### config.mk
export PLATFORM = sky130hd
export DESIGN_NAME = demux_1_n
export DESIGN_NICKNAME = d
export VERILOG_FILES = /design/src/rtl/demux_1_n.sv
export SDC_FILE = /design/constraint.sdc
export NUM_CORES = 1
export LEC_CHECK = 0
export ABC_AREA = 1
export CORE_UTILIZATION = 42
export DETAILED_ROUTE_END_ITERATION = 10
export PLACE_DENSITY_LB_ADDON = 0.25
export SYNTH_ARGS = -nofsm -noshare
export SYNTH_HDL_FRONTEND = slang
export SYNTH_SLANG_ARGS = --single-unit
export TNS_END_PERCENT = 20
### constraint.sdc
create_clock -name clk -period 1.4 [get_ports clk]
set_input_delay 0.35 -clock clk [delete_from_list [all_inputs] [get_ports clk]]
set_output_delay 0.35 -clock clk [all_outputs]
set_load 0.01 [all_outputs]
### src/rtl/demux_1_n.sv
// demux_1_n: 1-to-N demultiplexer with a one-entry holding register per channel.
// Targets a channel by selector or by a round-robin pointer.
module demux_1_n #(
  parameter int WIDTH = 16,
  parameter int N     = 4,
  localparam int SELW = (N <= 2) ? 1 : $clog2(N)
) (
  input  logic                 clk,
  input  logic                 rst_n,
  input  logic [WIDTH-1:0]     in_data,
  input  logic                 in_valid,
  output logic                 in_ready,
  input  logic [SELW-1:0]      sel,
  input  logic                 rr_mode,
  output logic [N*WIDTH-1:0]   out_data,
  output logic [N-1:0]         out_valid,
  input  logic [N-1:0]         out_ready,
  output logic [SELW-1:0]      rr_ptr,
  output logic                 err
);

  localparam logic [SELW:0]   LP_N    = (SELW+1)'(N);
  localparam logic [SELW-1:0] LP_LAST = SELW'(N - 1);

  logic [N*WIDTH-1:0] r_data;
  logic [N-1:0]       r_valid;
  logic [SELW-1:0]    r_ptr;
  logic               r_err;

  logic [SELW-1:0]    w_target;
  logic               w_in_range;
  logic               w_tgt_full;
  logic               w_tgt_drain;
  logic               w_accept;
  logic [N-1:0]       w_load;

  assign w_target   = rr_mode ? r_ptr : sel;
  assign w_in_range = {1'b0, w_target} < LP_N;

  always_comb begin
    w_tgt_full  = 1'b0;
    w_tgt_drain = 1'b0;
    for (int i = 0; i < N; i++) begin
      if (w_target == SELW'(i)) begin
        w_tgt_full  = r_valid[i];
        w_tgt_drain = out_ready[i];
      end
    end
  end

  // Out-of-range targets are always accepted so they can be discarded.
  assign in_ready = !w_in_range || !w_tgt_full || w_tgt_drain;
  assign w_accept = in_valid && in_ready;

  always_comb begin
    w_load = '0;
    for (int i = 0; i < N; i++) begin
      w_load[i] = w_accept && w_in_range && (w_target == SELW'(i));
    end
  end

  always_ff @(posedge clk or negedge rst_n) begin
    if (!rst_n) begin
      r_data  <= '0;
      r_valid <= '0;
      r_ptr   <= '0;
      r_err   <= 1'b0;
    end else begin
      r_err <= w_accept && !w_in_range;
      if (w_accept && rr_mode) begin
        r_ptr <= (r_ptr == LP_LAST) ? '0 : r_ptr + 1'b1;
      end
      for (int i = 0; i < N; i++) begin
        if (w_load[i]) begin
          r_data[i*WIDTH +: WIDTH] <= in_data;
          r_valid[i]               <= 1'b1;
        end else if (out_ready[i]) begin
          r_valid[i] <= 1'b0;
        end
      end
    end
  end

  assign out_data  = r_data;
  assign out_valid = r_valid;
  assign rr_ptr    = r_ptr;
  assign err       = r_err;

endmodule

==> results.txt, run 1 <==
- The run finished, with violations left.
* Violations in the final reports: setup timing
- Remaining Overflow, GRT: 0
- Syn Nets: around 380
- Setup Slack @ Placement: -1.00 ns
- Maxcap violations: 0
- Synth Area in XOR/XNOR: 0%
* Pin count of the biggest net entering global routing: 29
* Time the worst path needs with I/O delays and setup: roughly 1.8 ns
- The congestion estimate from routability-driven global placement came to between 0.8 and 0.9.
- Drt first-iter violations: 206
- Counting both buffers and inverters, the worst setup path holds a total of 3.
- In the final design database the tool counted 517 nets.
* Synthesized-area fraction occupied by ao, oa, aoi and oai cells: 0.470%
* Remaining design rule violation count: 0
- Mux cell area share after synthesis: 0%
* Top FF cell, synth: sky130_fd_sc_hd__dfrtp_1
- The synthesized design devotes to its leading area cell type between 50% and 60% of total area.
- Walking the worst path, the cells encountered are dlygate4sd2_1, buf_4, nand2_1, nand2_2, nand3_2, nand3_2, nor2_2, nand2_2, buf_6.
- Most common library cells after synthesis: sky130_fd_sc_hd__nand2_1 (146), sky130_fd_sc_hd__dfrtp_1 (70), sky130_fd_sc_hd__nand4_1 (67)
- Total power: 9.92 mW
- Maximum level of the CTS H-tree: 3
- CTS saw 70 sinks.
- Share of final-layout standard cells stronger than drive strength 1: 22.6%
- Hold violation count in the final report: 0
- The initial utilization of the core area, before any placement, comes to roughly 44%.
- Total routing resource utilization after global routing: between 20% and 30%
- Pin placement for this block handled 98 I/O pins.
* Total Wirelength: between 10,000 and 15,000 µm
* Count of unique library cells instantiated by Yosys: 24
- Dividing the detail-routed via count by the number of cells gives between 5 and 6.
- The min-delay analysis places its worst path in the category in2async.
* Number of flops mapped to enable cells by yosys: 0
- Cell Rows: 31
* Cells after Synth: 349
* Inserted Diodes: 0
- Wirelength per Cell: approximately 17 µm
* Final setup fails: between 70 and 80
- In this run, CTS created clock tree buffers numbering 9.
* Area Overhead vs Synth: 56.4%
- The analysis attributes to cell leakage a power of between 2 and 3 nW.
* Synthesis warning total: 0
* Layout Skew: about 0.009 ns
* Detailed placement HPWL: 6280 µm
- Power density over cell area: around 2000 nW/µm²
- The floorplan step defined a die boundary enclosing ~8000 µm².
- Number of max-slew violations in the final report: 0
* Async S/R FF share, synth: 100%
- Clock tree synthesis selected as its root buffer the cell sky130_fd_sc_hd__clkbuf_8.
* RSZ-0062 raised after global routing: yes
- In this run the critical register-to-register path is launched from rr_ptr[1].
* Longest individual stage delay on the worst path: around 0.26 ns
* Clock-pin transition on the worst setup and hold timing paths: around 0.080 ns
- Adder-Cell Fraction of Synth Area: less than 1%
- The synthesized design contains 70 register bits.
* Mapped cell area: 3200 µm²
* Worst IR drop on VDD: about 0.96 mV
- STA puts the critical path data required time at between 1 and 1.5 ns.
- TritonCTS built the clock tree.
* Sequential share of the synthesized area: between 50% and 60%
- The number of global-route vias before repair is slightly above 3,000.
* Class of the most critical setup path: in2out
- The number of antenna violations at the first check in global routing was 0.
- Via count: ~3,200
- By area the synthesized netlist is led by sky130_fd_sc_hd__dfrtp_1 (55%), sky130_fd_sc_hd__nand2_1 (17%), sky130_fd_sc_hd__nand4_1 (13%).
- Initial DRT Pass Iterations: 5
* Crit path max-delay cell type: sky130_fd_sc_hd__dlygate4sd2_1
* Startpoint type of the worst setup path: primary input
- Chip height: approximately 90 µm
- In this run the remaining antenna-violating nets after routing total 0.
- Timing would allow up to 553 MHz.
- Family with the most delay on the worst path: simple AND/OR/NAND/NOR gates
- In this run the horizontal extent of the chip is 89.2 µm.
* Critical path launch point: rr_mode
- Of all cell types, the one taking the most synthesized area is sky130_fd_sc_hd__dfrtp_1.
* Avg Inst Size Synth: approximately 9.2 µm²
- Placeable core region: 7290 µm²
- Main combinational cell family by area after synthesis: simple AND/OR/NAND/NOR gates
* Clk_lat worst skew: about 0.34 ns
- Wire length of the first global-routing pass: 15,800 µm
- In this run the worst path has a maximum fanout of 5.
- After layout, the worst path uses 129% of the clock period.
* Input/output buffers: 96
* Arrival time at the worst endpoint: about 1.5 ns
- Setup slack of the critical path after layout: -0.410 ns
* Max Buffers Root-to-Sink: 2
- Setup tns final: -23.23 ns
- Kind of capture point of the worst setup path: output port
* Simple-gate area share of the yosys netlist: between 30% and 40%
- The most common cell in the synthesized netlist is sky130_fd_sc_hd__nand2_1.
[layout make-up]
| class | count | area [µm²] |
|---|---|---|
| flip-flops and latches | 70 | 1750 |
| inverters | 11 | 41.3 |
| multi-input cells | 246 | 1360 |
| clock buffers | 10 | 128 |
| clock inverters | 6 | 61.3 |
| fillers | 623 | 2290 |
| repair buffers | 152 | 1540 |
| well taps | 99 | 124 |
[through the flow]
stage	std cells	instance area [µm²]	hold WS [ns]	util, %
5_1_grt	594	5000	0.462	68.6
4_1_cts	591	4950	0.432	67.9
6_report	594	5000	0.430	68.6
3_5_place_dp	554	4480	0.259	61.4
3_3_place_gp	554	4480	0.260	61.4
2_1_floorplan	349	3230	0.0544	-
[power by group]
| group | total [mW] | internal (mW) | switching [mW] | leakage (nW) |
|---|---|---|---|---|
| sequential | 3.55 | 3.00 | 0.552 | 0.870 |
| combinational | 4.76 | 2.30 | 2.46 | 1.67 |
| clock | 1.60 | 0.820 | 0.780 | 0.0964 |
[cells in the final DEF (no fill, tap or decap)]
cell type	instances
sky130_fd_sc_hd__dlygate4sd2_1	59
sky130_fd_sc_hd__buf_16	4
sky130_fd_sc_hd__nand2_4	3
sky130_fd_sc_hd__clkdlybuf4s50_1	20
sky130_fd_sc_hd__conb_1	1
sky130_fd_sc_hd__nand3_1	2
sky130_fd_sc_hd__o21ai_1	2
sky130_fd_sc_hd__bufinv_16	1
sky130_fd_sc_hd__nand2_1	140
sky130_fd_sc_hd__nand2_2	7
sky130_fd_sc_hd__clkbuf_1	1
sky130_fd_sc_hd__buf_6	8
sky130_fd_sc_hd__inv_1	8
sky130_fd_sc_hd__o21ai_2	1
sky130_fd_sc_hd__inv_2	2
sky130_fd_sc_hd__ha_1	1
sky130_fd_sc_hd__nor2_1	1
sky130_fd_sc_hd__bufbuf_16	2
sky130_fd_sc_hd__clkbuf_8	9
sky130_fd_sc_hd__nand4_4	6
sky130_fd_sc_hd__nand3_2	8
sky130_fd_sc_hd__clkinv_2	3
sky130_fd_sc_hd__dfrtp_1	70
sky130_fd_sc_hd__buf_12	8
sky130_fd_sc_hd__buf_2	5
sky130_fd_sc_hd__buf_4	36
sky130_fd_sc_hd__nor2_8	1
sky130_fd_sc_hd__nor2_4	1
sky130_fd_sc_hd__nor3_2	1
sky130_fd_sc_hd__inv_6	1
sky130_fd_sc_hd__clkinvlp_4	1
sky130_fd_sc_hd__dlygate4sd3_1	1
sky130_fd_sc_hd__nor2_2	3
sky130_fd_sc_hd__nand4_1	67
sky130_fd_sc_hd__nand3_4	1
sky130_fd_sc_hd__clkinv_1	1
sky130_fd_sc_hd__clkdlybuf4s15_1	9
[timing repair]
| item | CTS | global route |
|---|---|---|
| pin swaps | 5 | 3 |
| resized for setup | 117 | 12 |
| endpoints found under the hold margin | 19 | 0 |
| hold buffers | 1 | 0 |
| buffers inserted | 13 | 3 |
| cloned | 7 | 0 |
| endpoints found under the setup margin | 141 | 81 |
[final timing paths]
| path | end | slack (ns) | cells past startpoint |
|---|---|---|---|
| worst max-delay path | in_ready | -0.41 | 9 |
| worst min-delay path | out_data[26] | 0.43 | 2 |
| worst max register to register | out_data[62] | -0.38 | 11 |
| worst min register to register | out_data[35] | 0.47 | 2 |
| max in group asynchronous | out_data[29] | 0.53 | 3 |
| min in group clk | rr_ptr[1] | 0.44 | 3 |
[logic make-up (layout without fill, tap and decap cells)]
logic type / Yosys count / count (layout)
AO/OA/AOI/OAI: 3 / 3
adder cells (fa/ha/maj): 1 / 1
buffers and inverters: 35 / 179
flip-flops: 70 / 70
other: 1 / 1
AND/OR/NAND/NOR: 239 / 241
[sequential cells by signal, summed over array words and instances, names as in the netlist]
register	count
rr_ptr	2
out_valid	4
out_data	64
[per-layer routing]
layer  track usage [%]  share of wire [%]  vias up  wire, µm
met4              10.7                1.7        0       175
met3              4.71                6.4       16       651
met2              45.7                 50      130      5110
li1                  -                  -     1478         -
met1              35.1                 42     1543      4300
met5                 0                  0        -         0
No activity file was read; power rests on OpenSTA's default activity.
==> run 2, diff against run 1 <==
- CAP_MARGIN: default -> 5
- CORE_UTILIZATION: 42 -> 50
- clock period: 1.4 -> 2.15 ns (I/O delays scaled with it)
==> run 2 against run 1 <==
  * The flow now finishes without violations
  * Non-clock buffer count is 30 lower
  * Critical path depth is 3 lower
  * Cell count is 9.4% lower
  * Power is 35% lower
  * Register-to-register slack better by 0.54 ns
  * Clock skew is 0.0014 ns higher
  * Flip-flop and latch count stayed put
  * Worst hold slack worse by 0.26 ns
  * Routed wire length is 10% lower
  * Cell area is 9.7% lower
  * Via count is 4.3% lower
  * Clock-buffer cell count is 3 higher
==> results.txt, run 2 (synthesized netlist as in run 1, its figures left out) <==
* Die outline area: 6720 µm² (-16%)
* Final setup fails: 0 (-100%)
- The wire length reported by the detailed router was 9170 µm (-10%).
* Root cell of the clock tree: sky130_fd_sc_hd__clkbuf_8
* Multi-input gate area in the final layout: 1270 µm² (-6.0%)
- Area used by sequential logic in the layout: 1750 µm² (unchanged)
* Maximum level of the CTS H-tree: 3 (unchanged)
- Hold Crit Class: in2async
- The total global routing track utilization was 29.2% (+2.0 points).
* Detailed placement HPWL: 5880 µm (-6.4%)
- The core footprint is 6060 µm² (-17%).
- The chip width was 82.0 µm (-8.2%).
- Clock Sink Count: 70 (unchanged)
- Buffers & Inverters on Critical Path: 3 (unchanged)
* Number of nets in the layout: 485 (-6.2%)
- Walking the worst path, the cells encountered are clkdlybuf4s50_1, inv_1, nor3_1, nor2_2, nand2_2, buf_6.
- Max Buffers Root-to-Sink: 2 (unchanged)
- Class of the most critical setup path: in2out
* Worst Max-Slew Pin Slew: 0.630 ns
* Setup tns final: 0 ns (+23.23 ns)
- Crit path max-delay cell type: sky130_fd_sc_hd__clkdlybuf4s50_1
- Family with the most delay on the worst path: buffers and inverters
* Initial cell density of the core: 52.7% (+8.9 points)
- Pin count of the biggest net entering global routing: 71 (+140%)
* Maximum clock rate: 470 MHz
- Clock tree from TritonCTS: yes
* Via count: 3,032 (-4.3%)
* Worst IR drop on VDD: 0.797 mV (-17%)
* Kind of capture point of the worst setup path: output port
- Leaving out fill and tap cells, the most frequent cell in the layout is sky130_fd_sc_hd__nand2_1.
* Clock-pin transition on the worst setup and hold timing paths: 0.08 ns (about the same)
- Final hold slack: 0.174 ns (-0.256 ns)
* Crit-path max FO: 2 (-3)
- The worst-skew pair later-pin latency came to 0.35 ns (about the same).
- The number of rows in the core area was 28 (-9.7%).
- STA classifies the critical path startpoint as a primary input.
* Post-CTS Hold Buffers: 0 (-1)
* Static leakage power: 2.21 nW (-16%)
- The filler cell count was 475 (-24%).
- Measured against its own limit, the worst slew margin works out to 58.0%.
* Share of final-layout standard cells stronger than drive strength 1: 14.5% (-8.2 points)
- The power density relative to cell area was 1430 nW/µm² (-28%).
* Layout Skew: 0.0102 ns (+0.00141 ns)
- The number of max-cap violations is 0 (unchanged).
* Arrival time at the worst endpoint: 1.59 ns (+0.13 ns)
- Highest-count cells in the layout ignoring fill and taps: sky130_fd_sc_hd__nand2_1 (142), sky130_fd_sc_hd__clkdlybuf4s50_1 (90), sky130_fd_sc_hd__dfrtp_1 (70)
- Result of the run: complete, no violations
- The global-route congestion overflow total came to 0 (unchanged).
* Area Overhead vs Synth: 41.3%
- Final weighted congestion of routability-driven global placement: 0.792 (-3.8%)
- The length of the first detailed-routing pass in iterations is 5 (unchanged).
- The final critical path takes up a little over nine tenths of the cycle.
* Longest individual stage delay on the worst path: 0.45 ns (+0.19 ns)
* Antenna violation net count after detailed routing: 0 (unchanged)
- Number of antenna violations at the first check in global routing: 0 (unchanged)
- The routed wire length per instance was 17.0 µm (-1.1%).
- The number of diodes added for antenna fixing was 0 (unchanged).
- The die boundary height is 82.0 µm (-8.2%).
- The final count of pins violating max slew was 0 (unchanged).
- Remaining design rule violation count: 0 (unchanged)
- Hold violation count in the final report: 0 (unchanged)
- The TritonCTS buffer count is 9 (unchanged).
* Input/output buffers: 96 (unchanged)
- Number of flip-flops in the largest register: 64 (unchanged)
* Time the worst path needs with I/O delays and setup: approximately 2.1 ns
- Wire length of the first global-routing pass: 14,300 µm (-9.2%)
- The detail-routed via count per cell came to 5.64 (+5.7%).
* Vias in the first global route: 2,884 (-5.5%)
- The top-level port count is 98 (unchanged).
- The data required time at the worst endpoint is 1.61 ns (+0.56 ns).
- Drt first-iter violations: 265 (+29%)
* Flop2flop setup slack: 0.16 ns (+0.54 ns)
[run 2: final timing paths]
kind | from | to | cells past startpoint
hold / removal | rst_n | out_valid[2] | 2
setup / recovery | out_ready[3] | in_ready | 6
min in group clk | out_data[41] | out_data[41] | 2
hold reg to reg | out_data[41] | out_data[41] | 2
setup reg to reg | rr_ptr[0] | out_data[60] | 9
max in group asynchronous | rst_n | out_data[15] | 2
[run 2: layer usage]
layer	global-route usage, %	part of all wire [%]	up-vias	wire length, µm
met5	0	0	-	0
met4	9.65	1.7	0	153
met3	9.44	7.8	17	715
met2	47.5	50	129	4570
met1	36.7	41	1484	3730
li1	-	-	1402	-
[run 2: power by group]
group          switching (mW)  total [mW]  internal [mW]
Combinational            1.44        3.02           1.58
Sequential              0.393        2.35           1.96
Clock                   0.493        1.09          0.598
Total                    2.33        6.46           4.13
[run 2: metrics by stage]
stage	cells	setup WS (ns)	util, %	cell area (µm²)	power, mW
6_report	538	0.0239	74.5	4520	6.46
5_1_grt	538	-0.0239	74.5	4520	6.86
4_1_cts	537	0.0315	74.4	4510	6.45
3_5_place_dp	517	-0.668	70.3	4260	5.33
3_3_place_gp	517	-0.602	70.3	4260	5.25
2_1_floorplan	349	0.301	-	3200	3.62
[run 2: final cells by class]
class | instances | area share (%)
multi-input cells | 244 | 28.2
repair buffers | 122 | 25.5
inverters | 11 | 0.914
flip-flops and latches | 70 | 38.8
clock inverters | 3 | 0.942
clock buffers | 13 | 3.52
well taps | 75 | 2.08
[run 2: repair_timing]
action / CTS / global route
pin swaps: 3 / 0
buffers inserted: 4 / 1
gates resized for setup: 15 / 3
hold endpoints to repair: 0 / 0
endpoints found under the setup margin: 67 / 22
==> RTL edit: new RTL, flow settings as in run 1 <==
Add an input register stage for `rr_mode`, cleared by the reset; this delays it by one clock. The other inputs are not delayed to match.
--- a/src/rtl/demux_1_n.sv
+++ b/src/rtl/demux_1_n.sv
@@ -24,2 +24,12 @@
 
+  logic rr_mode_q;
+
+  always_ff @(posedge clk or negedge rst_n) begin
+    if (!rst_n) begin
+      rr_mode_q <= '0;
+    end else begin
+      rr_mode_q <= rr_mode;
+    end
+  end
+
   logic [N*WIDTH-1:0] r_data;
@@ -36,3 +46,3 @@
 
-  assign w_target   = rr_mode ? r_ptr : sel;
+  assign w_target   = rr_mode_q ? r_ptr : sel;
   assign w_in_range = {1'b0, w_target} < LP_N;
@@ -69,3 +79,3 @@
       r_err <= w_accept && !w_in_range;
-      if (w_accept && rr_mode) begin
+      if (w_accept && rr_mode_q) begin
         r_ptr <= (r_ptr == LP_LAST) ? '0 : r_ptr + 1'b1;
Behaviour: not the same (Yosys sat finds a counterexample within 4 cycles, from zero or initial values and one cycle with rst_n low).
==> RTL edit against run 1 <==
  * The run still ends with setup timing left
  * Combinational power down 4.2%
  * Cell area up 0.48%
  * Area after synthesis up 0.78%
  * Total power down 0.57%
  * Cell count down 1.0%
  * Synthesized cell count up 0.29%
  * Global-route usage down 1.3 points
  * Worst setup slack worse by 0.052 ns
  * Sequential cell count up 1
  * Routed wire length down 0.64%
  * Die area up 0.76%
  * Non-clock buffer count down 12
  * Worst hold slack worse by 0.0033 ns
  * Critical path type is now flip-flop to output port
  * Largest cell class unchanged
==> RTL edit: results (changes against run 1) <==
----------------------------------------------------
[GRT]
  Largest net degree at the start of global routing ... 34 (+17%)
  Overall track demand over capacity in global routing ... 0.259 (-0.0133)
  Vias in the first global route ... 2839 (-7.0%)

[Run status]
  Outcome ... finished, violations left
  Violated checks ... setup timing

[STA]
  Final setup violation count ... 71 (-2.7%)
  Worst setup slack after layout ... -0.462 ns (-0.0520 ns)
  TNS Setup ... -23.86 ns (-0.631 ns)
  Worst Clk Skew ... 0.0162 ns (+0.00737 ns)

[Synth]
  Post-synth net total ... 377 (+0.27%)
  Sequential cell area fraction in the yosys report ... 0.551 (+0.00351)
  Top area cells in the synthesized netlist ... dfrtp_1, nand2_1, nand4_1, nand4_4, buf_6
  Average instance area after synthesis ... 9.21 µm² (+0.49%)
  Most instantiated cells after synthesis ... nand2_1, dfrtp_1, nand4_1

[Power and ir drop]
  Pleak ... 2.48 nW (-5.9%)
  Peak supply drop ... 0.869 mV (-9.1%)

[Final layout]
  Fraction of layout instances using a drive strength above 1 ... 0.223 (-0.00336)
  Fin nets ... 511 (-1.2%)

[Detailed routing]
  Number of vias after detailed routing ... 3193 (+0.82%)
  Routed len/inst ... 17.3 µm (+0.37%)
  Final routed wirelength across all metal layers ... 10200 µm (-0.64%)
  1st-iter DRT viols ... 277 (+34%)

[Setup path]
  Highest-delay cell along the critical path ... dfrtp_2
  CP delay by family, top ... flip-flops

[Place]
  DPL Wire Length ... 6210 µm (-1.1%)
  Placed cell count ... 553 (-0.18%)
  Placer Congestion ... 0.824 (about the same)

----------------------------------------------------
[RTL edit: cell count changes after synthesis, sizes merged]
cell   before  now
dfrtp      70   71
[RTL edit: per-stage QoR]
stage / hold slack, ns / setup slack (ns) / cell area [µm²]
final: 0.427 / -0.462 / 5020
after global placement: 0.255 / -0.834 / 4430
after CTS: 0.420 / -0.460 / 4720
after floorplan: 0.0544 / -0.124 / 3260
after detailed placement: 0.256 / -0.848 / 4430
after global routing: 0.439 / -0.569 / 5020
[RTL edit: final cells by class]
type                       instances  area (µm²)
fill                             575        2310
multi-input combinational        251        1500
sequential                        71        1780
tap                               99         124
inverter                          11        47.5
clock buffer                      10         138
clock inverter                     6        67.6
timing repair buffer             140        1370
[RTL edit: layer usage]
layer  part of all wire  GRT usage  up-vias
met4              0.011      0.101        0
met5                  0          0        -
met3              0.064     0.0484       12
met2               0.48      0.390      134
met1               0.44      0.371     1568
li1                   -          -     1479
[RTL edit: timing repair]
action                     4_1_cts  5_1_grt
hold buffers                     1        0
cloned                           3        4
hold endpoints to repair        16        0
resized for setup              122       62
pin swaps                       13        5
buffers inserted                 3        8
setup endpoints to repair      141      114
[RTL edit: path summary, 6_finish.rpt]
kind / start / end / cells past startpoint
max: rr_mode_q / in_ready / 7
min: rst_n / out_valid[0] / 2
max reg2reg: rr_mode_q / out_data[4] / 11
min reg2reg: out_data[1] / out_data[1] / 2
max in group asynchronous: rst_n / out_data[27] / 3
min in group clk: rr_mode / rr_mode_q / 1
[RTL edit: kinds of logic (layout without fill, tap and decap cells)]
group,after synthesis,after routing,synth area share
AOI/OAI and AO/OA,3,3,0.00466
adders and majority gates,1,1,0.00388
buffers and inverters,35,167,0.0614
DFF,71,71,0.551
other,1,1,0.00116
and+or+nand+nor,239,246,0.377
[RTL edit: report_power, final]
group | internal, mW | switching (mW) | leakage [nW]
Combinational | 2.15 | 2.41 | 1.50
Sequential | 2.99 | 0.602 | 0.881
Clock | 0.881 | 0.822 | 0.0993
